===== src/rtl/pc_pkg.sv =====
// rtl/pc_pkg.sv - shared selector encoding and default constants for the pc unit
package pc_pkg;

  typedef enum logic [2:0] {
    SEL_SEQ,
    SEL_HOLD,
    SEL_REDIR,
    SEL_RET,
    SEL_ERET,
    SEL_TRAP
  } pc_sel_t;

  localparam int          DEF_STEP       = 4;
  localparam logic [31:0] DEF_RESET_ADDR = 32'hFFFF_FFFC;
  localparam logic [31:0] DEF_TRAP_VEC   = 32'h0000_0080;

endpackage


===== src/rtl/ras_stack.sv =====
// rtl/ras_stack.sv - circular return-address stack with saturating count and sticky error flags
module ras_stack #(
  parameter int RAS_DEPTH = 4,
  parameter int W         = 32
) (
  input  logic         clk,
  input  logic         rst,
  input  logic         push,
  input  logic         pop,
  input  logic [W-1:0] push_data,
  output logic [W-1:0] top,
  output logic         empty,
  output logic         full,
  output logic         overflow,
  output logic         underflow
);

  localparam int PW = $clog2(RAS_DEPTH);
  localparam int CW = PW + 1;
  localparam logic [CW-1:0] FULL_CNT = CW'(RAS_DEPTH);

  logic [W-1:0]  entries [RAS_DEPTH];
  logic [PW-1:0] ptr;
  logic [PW-1:0] top_idx;
  logic [CW-1:0] count;

  // ptr names the next slot to write; when full that slot holds the oldest entry
  assign top_idx = ptr - 1'b1;
  assign top     = entries[top_idx];
  assign empty   = (count == '0);
  assign full    = (count == FULL_CNT);

  always_ff @(posedge clk or posedge rst) begin
    if (rst) begin
      for (int i = 0; i < RAS_DEPTH; i++) entries[i] <= '0;
      ptr       <= '0;
      count     <= '0;
      overflow  <= 1'b0;
      underflow <= 1'b0;
    end else if (pop) begin
      if (empty) begin
        underflow <= 1'b1;
      end else begin
        ptr   <= top_idx;
        count <= count - 1'b1;
      end
    end else if (push) begin
      entries[ptr] <= push_data;
      ptr          <= ptr + 1'b1;
      if (full) overflow <= 1'b1;
      else      count    <= count + 1'b1;
    end
  end

endmodule


===== src/rtl/pc_unit.sv =====
// rtl/pc_unit.sv - fetch-stage program counter with priority next-pc select, epc and return-address stack
module pc_unit
  import pc_pkg::*;
#(
  parameter int           W          = 32,
  parameter int           STEP       = DEF_STEP,
  parameter logic [W-1:0] RESET_ADDR = {W{1'b1}} << 2,
  parameter logic [W-1:0] TRAP_VEC   = W'(DEF_TRAP_VEC),
  parameter int           RAS_DEPTH  = 4
) (
  input  logic         clk,
  input  logic         rst,
  input  logic         stall,
  input  logic         redirect_valid,
  input  logic [W-1:0] redirect_addr,
  input  logic         call,
  input  logic         ret,
  input  logic         trap,
  input  logic         eret,
  output logic [W-1:0] pc,
  output logic [W-1:0] pc_next,
  output logic [W-1:0] epc,
  output logic         ras_empty,
  output logic         ras_full,
  output logic         ras_overflow,
  output logic         ras_underflow
);

  localparam logic [W-1:0] STEP_W     = W'(STEP);
  localparam logic [W-1:0] ALIGN_MASK = {W{1'b1}} << $clog2(STEP);

  pc_sel_t      sel;
  logic [W-1:0] pc_seq;
  logic [W-1:0] ras_top;
  logic         push;
  logic         pop;

  assign pc_seq = pc + STEP_W;

  always_comb begin
    sel = SEL_SEQ;
    if      (trap)           sel = SEL_TRAP;
    else if (stall)          sel = SEL_HOLD;
    else if (eret)           sel = SEL_ERET;
    else if (ret)            sel = SEL_RET;
    else if (redirect_valid) sel = SEL_REDIR;
  end

  // an empty-stack return falls through to the sequential address
  always_comb begin
    pc_next = pc_seq;
    case (sel)
      SEL_TRAP:  pc_next = TRAP_VEC;
      SEL_HOLD:  pc_next = pc;
      SEL_ERET:  pc_next = epc;
      SEL_RET:   pc_next = ras_empty ? pc_seq : ras_top;
      SEL_REDIR: pc_next = redirect_addr & ALIGN_MASK;
      default:   pc_next = pc_seq;
    endcase
  end

  assign push = (sel == SEL_REDIR) && call;
  assign pop  = (sel == SEL_RET);

  always_ff @(posedge clk or posedge rst) begin
    if (rst) begin
      pc  <= RESET_ADDR;
      epc <= '0;
    end else begin
      pc <= pc_next;
      if (sel == SEL_TRAP) epc <= pc;
    end
  end

  ras_stack #(
    .RAS_DEPTH (RAS_DEPTH),
    .W         (W)
  ) u_ras (
    .clk       (clk),
    .rst       (rst),
    .push      (push),
    .pop       (pop),
    .push_data (pc_seq),
    .top       (ras_top),
    .empty     (ras_empty),
    .full      (ras_full),
    .overflow  (ras_overflow),
    .underflow (ras_underflow)
  );

endmodule

===== config.mk =====
export PLATFORM = sky130hd
export DESIGN_NAME = pc_unit
export DESIGN_NICKNAME = d
export VERILOG_FILES = /design/src/rtl/pc_pkg.sv /design/src/rtl/ras_stack.sv /design/src/rtl/pc_unit.sv
export SDC_FILE = /design/constraint.sdc
export NUM_CORES = 1
export LEC_CHECK = 0
export CORE_MARGIN = 2
export CORE_UTILIZATION = 61
export CTS_BUF_LIST = sky130_fd_sc_hd__clkbuf_4 sky130_fd_sc_hd__clkbuf_8
export CTS_CLUSTER_DIAMETER = 50
export DETAILED_ROUTE_END_ITERATION = 16
export GPL_TIMING_DRIVEN = 0
export HOLD_SLACK_MARGIN = 0.03
export PLACE_DENSITY = 0.86
export SKIP_LAST_GASP = 1
export SLEW_MARGIN = 10
export SYNTH_ARGS = -nofsm -noshare
export SYNTH_HDL_FRONTEND = slang
export SYNTH_SLANG_ARGS = --single-unit

===== constraint.sdc =====
create_clock -name clk -period 12.7 [get_ports clk]
set_clock_uncertainty 0.1 [all_clocks]
set_input_delay 2.54 -clock clk [delete_from_list [all_inputs] [get_ports clk]]
set_output_delay 2.54 -clock clk [all_outputs]
set_load 0.005 [all_outputs]

==> results of run 1 <==
path summary, 6_finish.rpt:
check / slack [ps] / cells past startpoint / endpoint / start
worst max register to register: 8890 / 9 / pc[24]$_DFF_PP1_ / u_ras.ptr[0]$_DFFE_PP0P_
min in group asynchronous: 2490 / 2 / epc[13]$_DFFE_PP0P_ / rst
max in group asynchronous: 9060 / 3 / pc[30]$_DFF_PP1_ / rst
worst max-delay path: 4590 / 9 / pc_next[31] / eret
worst min register to register: 370 / 1 / u_ras.overflow$_DFFE_PP0P_ / u_ras.overflow$_DFFE_PP0P_
worst min-delay path: 370 / 1 / u_ras.overflow$_DFFE_PP0P_ / u_ras.overflow$_DFFE_PP0P_
routing by layer:
layer / GRT usage, % / part of all wire (%) / vias to the layer above
li1: - / - / 3439
met1: 45.2 / 39 / 4033
met2: 54.5 / 49 / 511
met3: 9.64 / 9.9 / 84
met4: 12.2 / 2.4 / 0
met5: 0 / 0 / -
synthesized netlist by cell type, types with 30 or more instances:
cell type  count  area [µm²]
a21oi_1       62         310
a221oi_1      31         272
clkbuf_1      42         158
dfrtp_1      169        4230
dfstp_2       30         788
mux2_2        34         383
mux4_2        32         721
nand2_1      145         544
nand3_1       41         205
nor2_1        37         139
o21ai_0       68         340
o21ai_1       59         295
state kept, by name, summed over array words and instances (netlist names):
register	count
epc	32
u_ras.entries	128
u_ras.underflow	1
u_ras.count	3
u_ras.ptr	2
pc	32
u_ras.overflow	1
critical path, delay by kind of cell:
kind	cells	cell delay [ps]
buffers and inverters	4	1630
AND/OR/NAND/NOR	3	980
AO/OA/AOI/OAI	2	330
logic make-up (layout without fill, tap and decap cells):
family	Yosys count	after routing	share of synthesized area (%)
AND/OR/NAND/NOR	267	267	13.1
AO/OA/AOI/OAI	228	228	13.8
flip-flops	199	199	53.7
buffers and inverters	75	243	3.64
multiplexers	69	69	12.2
XOR/XNOR	29	29	2.72
adder cells (fa/ha/maj)	6	6	0.884
area by class of cell:
cell class	count	area [µm²]	share of cell area, %
clock buffer	21	270	2.37
tap	188	235	2.06
multi-input combinational	599	3990	34.9
timing repair buffer	136	1380	12.1
clock inverter	11	174	1.52
buffer	64	299	2.62
sequential	199	5020	44.0
inverter	11	48.8	0.428
power by group through the flow:
stage / combinational, mW / sequential (mW) / clock (mW)
final: 0.340 / 0.734 / 0.451
after floorplan: 0.237 / 0.733 / 0
after detailed placement: 0.332 / 0.744 / 0
after CTS: 0.336 / 0.732 / 0.449
after global placement: 0.324 / 0.741 / 0
after global routing: 0.364 / 0.739 / 0.476
==> impl_metrics.json, run 1 <==
{
  "status": "finished, final reports clean",
  "min_period_over_period_pct": 63.8,
  "synth_edf_count": 0,
  "fin_cells": 1229,
  "hold_buffers": 0,
  "slowest_delay_ps": 600,
  "antennaDiodeCount": 0,
  "n_fill_cell": 985,
  "drv_slew": 0,
  "clock.fmax_mhz": 123,
  "rsz0062_at_grt": "false",
  "cp_cell_sequence": "clkdlybuf4s50_1, nor3_2, and2_1, inv_2, nor2_2, buf_2, a221oi_1, o21ai_1, clkdlybuf4s50_1",
  "cts_buffers": 17,
  "synth_seq_cells": 199,
  "core_um2": 15100,
  "clkPwrFrac_pct": 29.6,
  "worstSetupPathType": "in2out",
  "p_int_mw": 1.08,
  "dp_slack_ps": 4670,
  "tns_ps": 0,
  "syn_area_per_cell_um2": 10.7,
  "placed_cell_area_um2": 11000,
  "cts_tree": "yes",
  "synthFlopType": "dfrtp_1",
  "netlist_area_um2": 9340,
  "rows": 45,
  "die_area_um2": 16300,
  "drt_first_iter_violations": 997,
  "dp.cells": 1197,
  "hold_viol_final": 0,
  "io_pins": 140,
  "post_cts_buffers": 0,
  "postSynthCellCount": 873,
  "area_delta_synth_final_pct": 22.1,
  "leakagePower_nw": 4.61,
  "wl_per_cell_um": 22.0,
  "wl_mm": 27.0,
  "stdcell_area_um2": 11400,
  "cts_max_level": 4,
  "syn-num-nets": 919,
  "routed_via_density": 6.56,
  "post_cts_resized": 0,
  "fin_nets": 1074,
  "relSlewSlack_pct": 49.9,
  "die_w_um": 128,
  "drc": 0,
  "cts_root_buffer": "clkbuf_8",
  "p_seq_share_pct": 48.1,
  "initial_core_util_pct": 61.9,
  "crit_top_cell": "clkdlybuf4s50_1",
  "holdWs_ps": 373,
  "layout_common_cells": "169 x dfrtp_1, 145 x nand2_1, 135 x clkdlybuf4s50_1",
  "cp.required_ps": 10060,
  "vias": 8067,
  "ir_drop_v": 0.000103,
  "ant_nets": 0,
  "finalSetupViolCount": 0,
  "drive_above_1_share_pct": 15.4,
  "max_cap_viol_count": 0,
  "yosysUniqueCellTypes": 44,
  "powerDensity_nw_per_um2": 134,
  "utilization_pct": 75.6,
  "die_y_um": 128,
  "layout_commonest_cell": "dfrtp_1",
  "hp-class": "reg2reg",
  "gp_congestion": 0.880,
  "grt_pass1_wl_mm": 42.7,
  "clockBufferDepth": 2,
  "startpoint_type": "primary input",
  "track_usage_pct": 34.1,
  "clk_pin_slew_ps": 90,
  "portBuffers": 135,
  "worst_pin_slew_ps": 751,
  "drt_pass1_iterations": 5,
  "fin_ws_ps": 4590,
  "power.total_mw": 1.53,
  "end_kind": "output pin",
  "overflow": 0,
  "grt_pass1_vias": 8064,
  "hpwl_mm": 18.2,
  "cp_slowest_cell": "clkdlybuf4s50_1",
  "critical_path_arrival_ps": 5470,
  "antenna_found_initial": 0,
  "grt_start_max_net_pins": 102,
  "cts.sinks": 199,
  "yosys_warnings": 0,
  "postSynth.asyncResetShare_pct": 100,
  "pwr-share-comb_pct": 22.3,
  "critPathMaxFanout": 10,
  "p_sw_mw": 0.442,
  "seq_area_frac_synth_pct": 53.7,
  "swShare_pct": 29.0,
  "clock_latency_ps": 480,
  "min_period_ps": 8110
}
(Power assumes the default switching activity.)
==> run 2: changes to the inputs <==
CORE_UTILIZATION = 51   (was 61)
PLACE_DENSITY = 0.76   (was 0.86)
clock period = 7.03 ns   (was 12.7 ns; I/O delays follow)
==> run 2 against run 1 <==
Against the previous run:
- non-clock buffer count unchanged
- power is 77% higher
- wire length fell by 2.9%
- sequential power is 80% higher
- critical path depth up 1
- via count decreased by 4.4%
- hold slack worse by 9.9 ps
- first-iteration DRC count down 27%
- critical path type is now reg2out
==> impl_metrics.json, run 2 (synthesis results as in run 1) <==
{
  "hold-path-endpoint": "u_ras.underflow$_DFFE_PP0P_",
  "status": "finished, final reports clean",
  "layout_commonest_cell": "dfrtp_1",
  "initial_core_util_pct": 52.0,
  "p_sw_mw": 0.778,
  "ir_drop_v": 0.000149,
  "rsz0062_at_grt": "false",
  "critPathMaxFanout": 10,
  "multiInputGateArea_um2": 3990,
  "hp-class": "reg2reg",
  "vias": 7715,
  "cts_max_level": 4,
  "p_seq_share_pct": 49.0,
  "min_period_over_period_pct": 87.3,
  "clk_pin_slew_ps": 90,
  "r2r-end": "pc[13]$_DFF_PP1_",
  "powerDensity_nw_per_um2": 237,
  "utilization_pct": 63.6,
  "p_int_mw": 1.92,
  "max_cap_viol_count": 0,
  "antennaDiodeCount": 0,
  "r2r_cells": 9,
  "ff2ff_setup_slack_ps": 3160,
  "clock.fmax_mhz": 163,
  "r2r_start": "u_ras.ptr[0]$_DFFE_PP0P_",
  "cts.sinks": 199,
  "wl_per_cell_um": 20.7,
  "critical_path_arrival_ps": 4630,
  "n_fill_cell": 1466,
  "post_cts_resized": 0,
  "overflow": 0,
  "clock_latency_ps": 480,
  "cts_buffers": 17,
  "ant_nets": 0,
  "top_layer": "met4",
  "wl_met3_mm": 1.99,
  "wl_met1_mm": 10.7,
  "drive_above_1_share_pct": 15.2,
  "clkPwrFrac_pct": 28.5,
  "crit_top_cell": "clkbuf_1",
  "cp_cell_sequence": "clkbuf_1, buf_2, inv_1, ha_1, clkbuf_1, clkbuf_1, mux4_2, a221oi_1, o21ai_0, clkdlybuf4s50_1",
  "hpwl_mm": 18.1,
  "drv_slew": 0,
  "relSlewSlack_pct": 47.6,
  "area_delta_synth_final_pct": 22.3,
  "cts_root_buffer": "clkbuf_8",
  "die_w_um": 139,
  "clockBufferDepth": 2,
  "grt_pass1_wl_mm": 41.5,
  "gp_congestion": 0.857,
  "pwr-share-comb_pct": 22.5,
  "hold_buffers": 0,
  "min_period_ps": 6140,
  "hold_viol_final": 0,
  "wl_mm": 26.2,
  "die_area_um2": 19400,
  "rows": 49,
  "regMostFlops": "u_ras.entries",
  "leakagePower_nw": 4.61,
  "routed_via_density": 6.08,
  "worst_pin_slew_ps": 787,
  "fin_nets": 1074,
  "cts_tree": "yes",
  "layout_common_cells": "169 x dfrtp_1, 145 x nand2_1, 135 x clkdlybuf4s50_1",
  "io_pins": 140,
  "swShare_pct": 28.8,
  "startpoint_type": "flop",
  "drt_first_iter_violations": 724,
  "post_cts_buffers": 0,
  "worstSetupPathType": "reg2out",
  "grt_pass1_vias": 7600,
  "drt_pass1_iterations": 5,
  "dr_wl_met2_mm": 12.8,
  "grt_start_max_net_pins": 122,
  "min_from": "u_ras.underflow$_DFFE_PP0P_",
  "regArea_um2": 5020,
  "cp.required_ps": 5520,
  "end_kind": "output pin",
  "reg_top3": "u_ras.entries: 128 flops, epc: 32 flops, pc: 32 flops",
  "largest_register_ff_count": 128,
  "portBuffers": 135,
  "track_usage_pct": 27.4,
  "slowest_delay_ps": 610,
  "holdPathStages": 1,
  "die_y_um": 139,
  "power.total_mw": 2.70,
  "finalSetupViolCount": 0,
  "core_um2": 18000,
  "antenna_found_initial": 0,
  "cp_slowest_cell": "clkbuf_1",
  "drc": 0
}
run 2: area by class of cell:
type                            count  share of cell area, %
Buffer                             64                   2.62
Clock buffer                       22                   2.49
Clock inverter                      8                   1.07
Inverter                           11                  0.427
Multi-Input combinational cell    599                   34.9
Sequential cell                   199                   43.9
Tap cell                          229                   2.51
Timing Repair Buffer              136                   12.1
run 2: critical path, delay by kind of cell (launching register included):
family | cells | cell delay, ps
compound gates | 2 | 510
fa+ha+maj | 1 | 300
buf+inv | 6 | 2540
flops | 1 | 380
mux | 1 | 420
run 2: metal layers:
layer | up-vias | global-route usage, %
met5 | - | 0
li1 | 3430 | -
met2 | 353 | 43.9
met4 | 0 | 11.4
met1 | 3867 | 36.6
met3 | 65 | 6.02
run 2: per-stage QoR:
step,setup WS [ps],TNS [ps],area (µm²),instances,hold WS [ps]
floorplan,148,0,9340,873,341
global placement,-2400,-409960,11000,1237,342
detailed placement,1360,0,11000,1238,347
CTS,901,0,11400,1268,368
global route,740,0,11400,1268,399
finish,890,0,11400,1268,363
run 2: power by group through the flow:
| stage | logic, mW | registers, mW | clock network [mW] |
|---|---|---|---|
| 2_1_floorplan | 0.428 | 1.32 | 0 |
| 3_3_place_gp | 0.593 | 1.34 | 0 |
| 3_5_place_dp | 0.607 | 1.34 | 0 |
| 4_1_cts | 0.610 | 1.32 | 0.778 |
| 5_1_grt | 0.653 | 1.34 | 0.820 |
| 6_report | 0.609 | 1.32 | 0.769 |
run 2: worst max path at each step:
stage          slack [ps]  depth (start not counted)                startpoint                         end
2_1_floorplan         150                          1                       rst          epc[0]$_DFFE_PP0P_
3_3_place_gp        -2400                          2                       rst  u_ras.count[0]$_DFFE_PP0P_
3_5_place_dp         1360                          9                      eret                 pc_next[31]
4_1_cts               900                         10  u_ras.ptr[0]$_DFFE_PP0P_                 pc_next[13]
5_1_grt               740                         10  u_ras.ptr[0]$_DFFE_PP0P_                 pc_next[22]
6_report              890                         10  u_ras.ptr[0]$_DFFE_PP0P_                 pc_next[13]
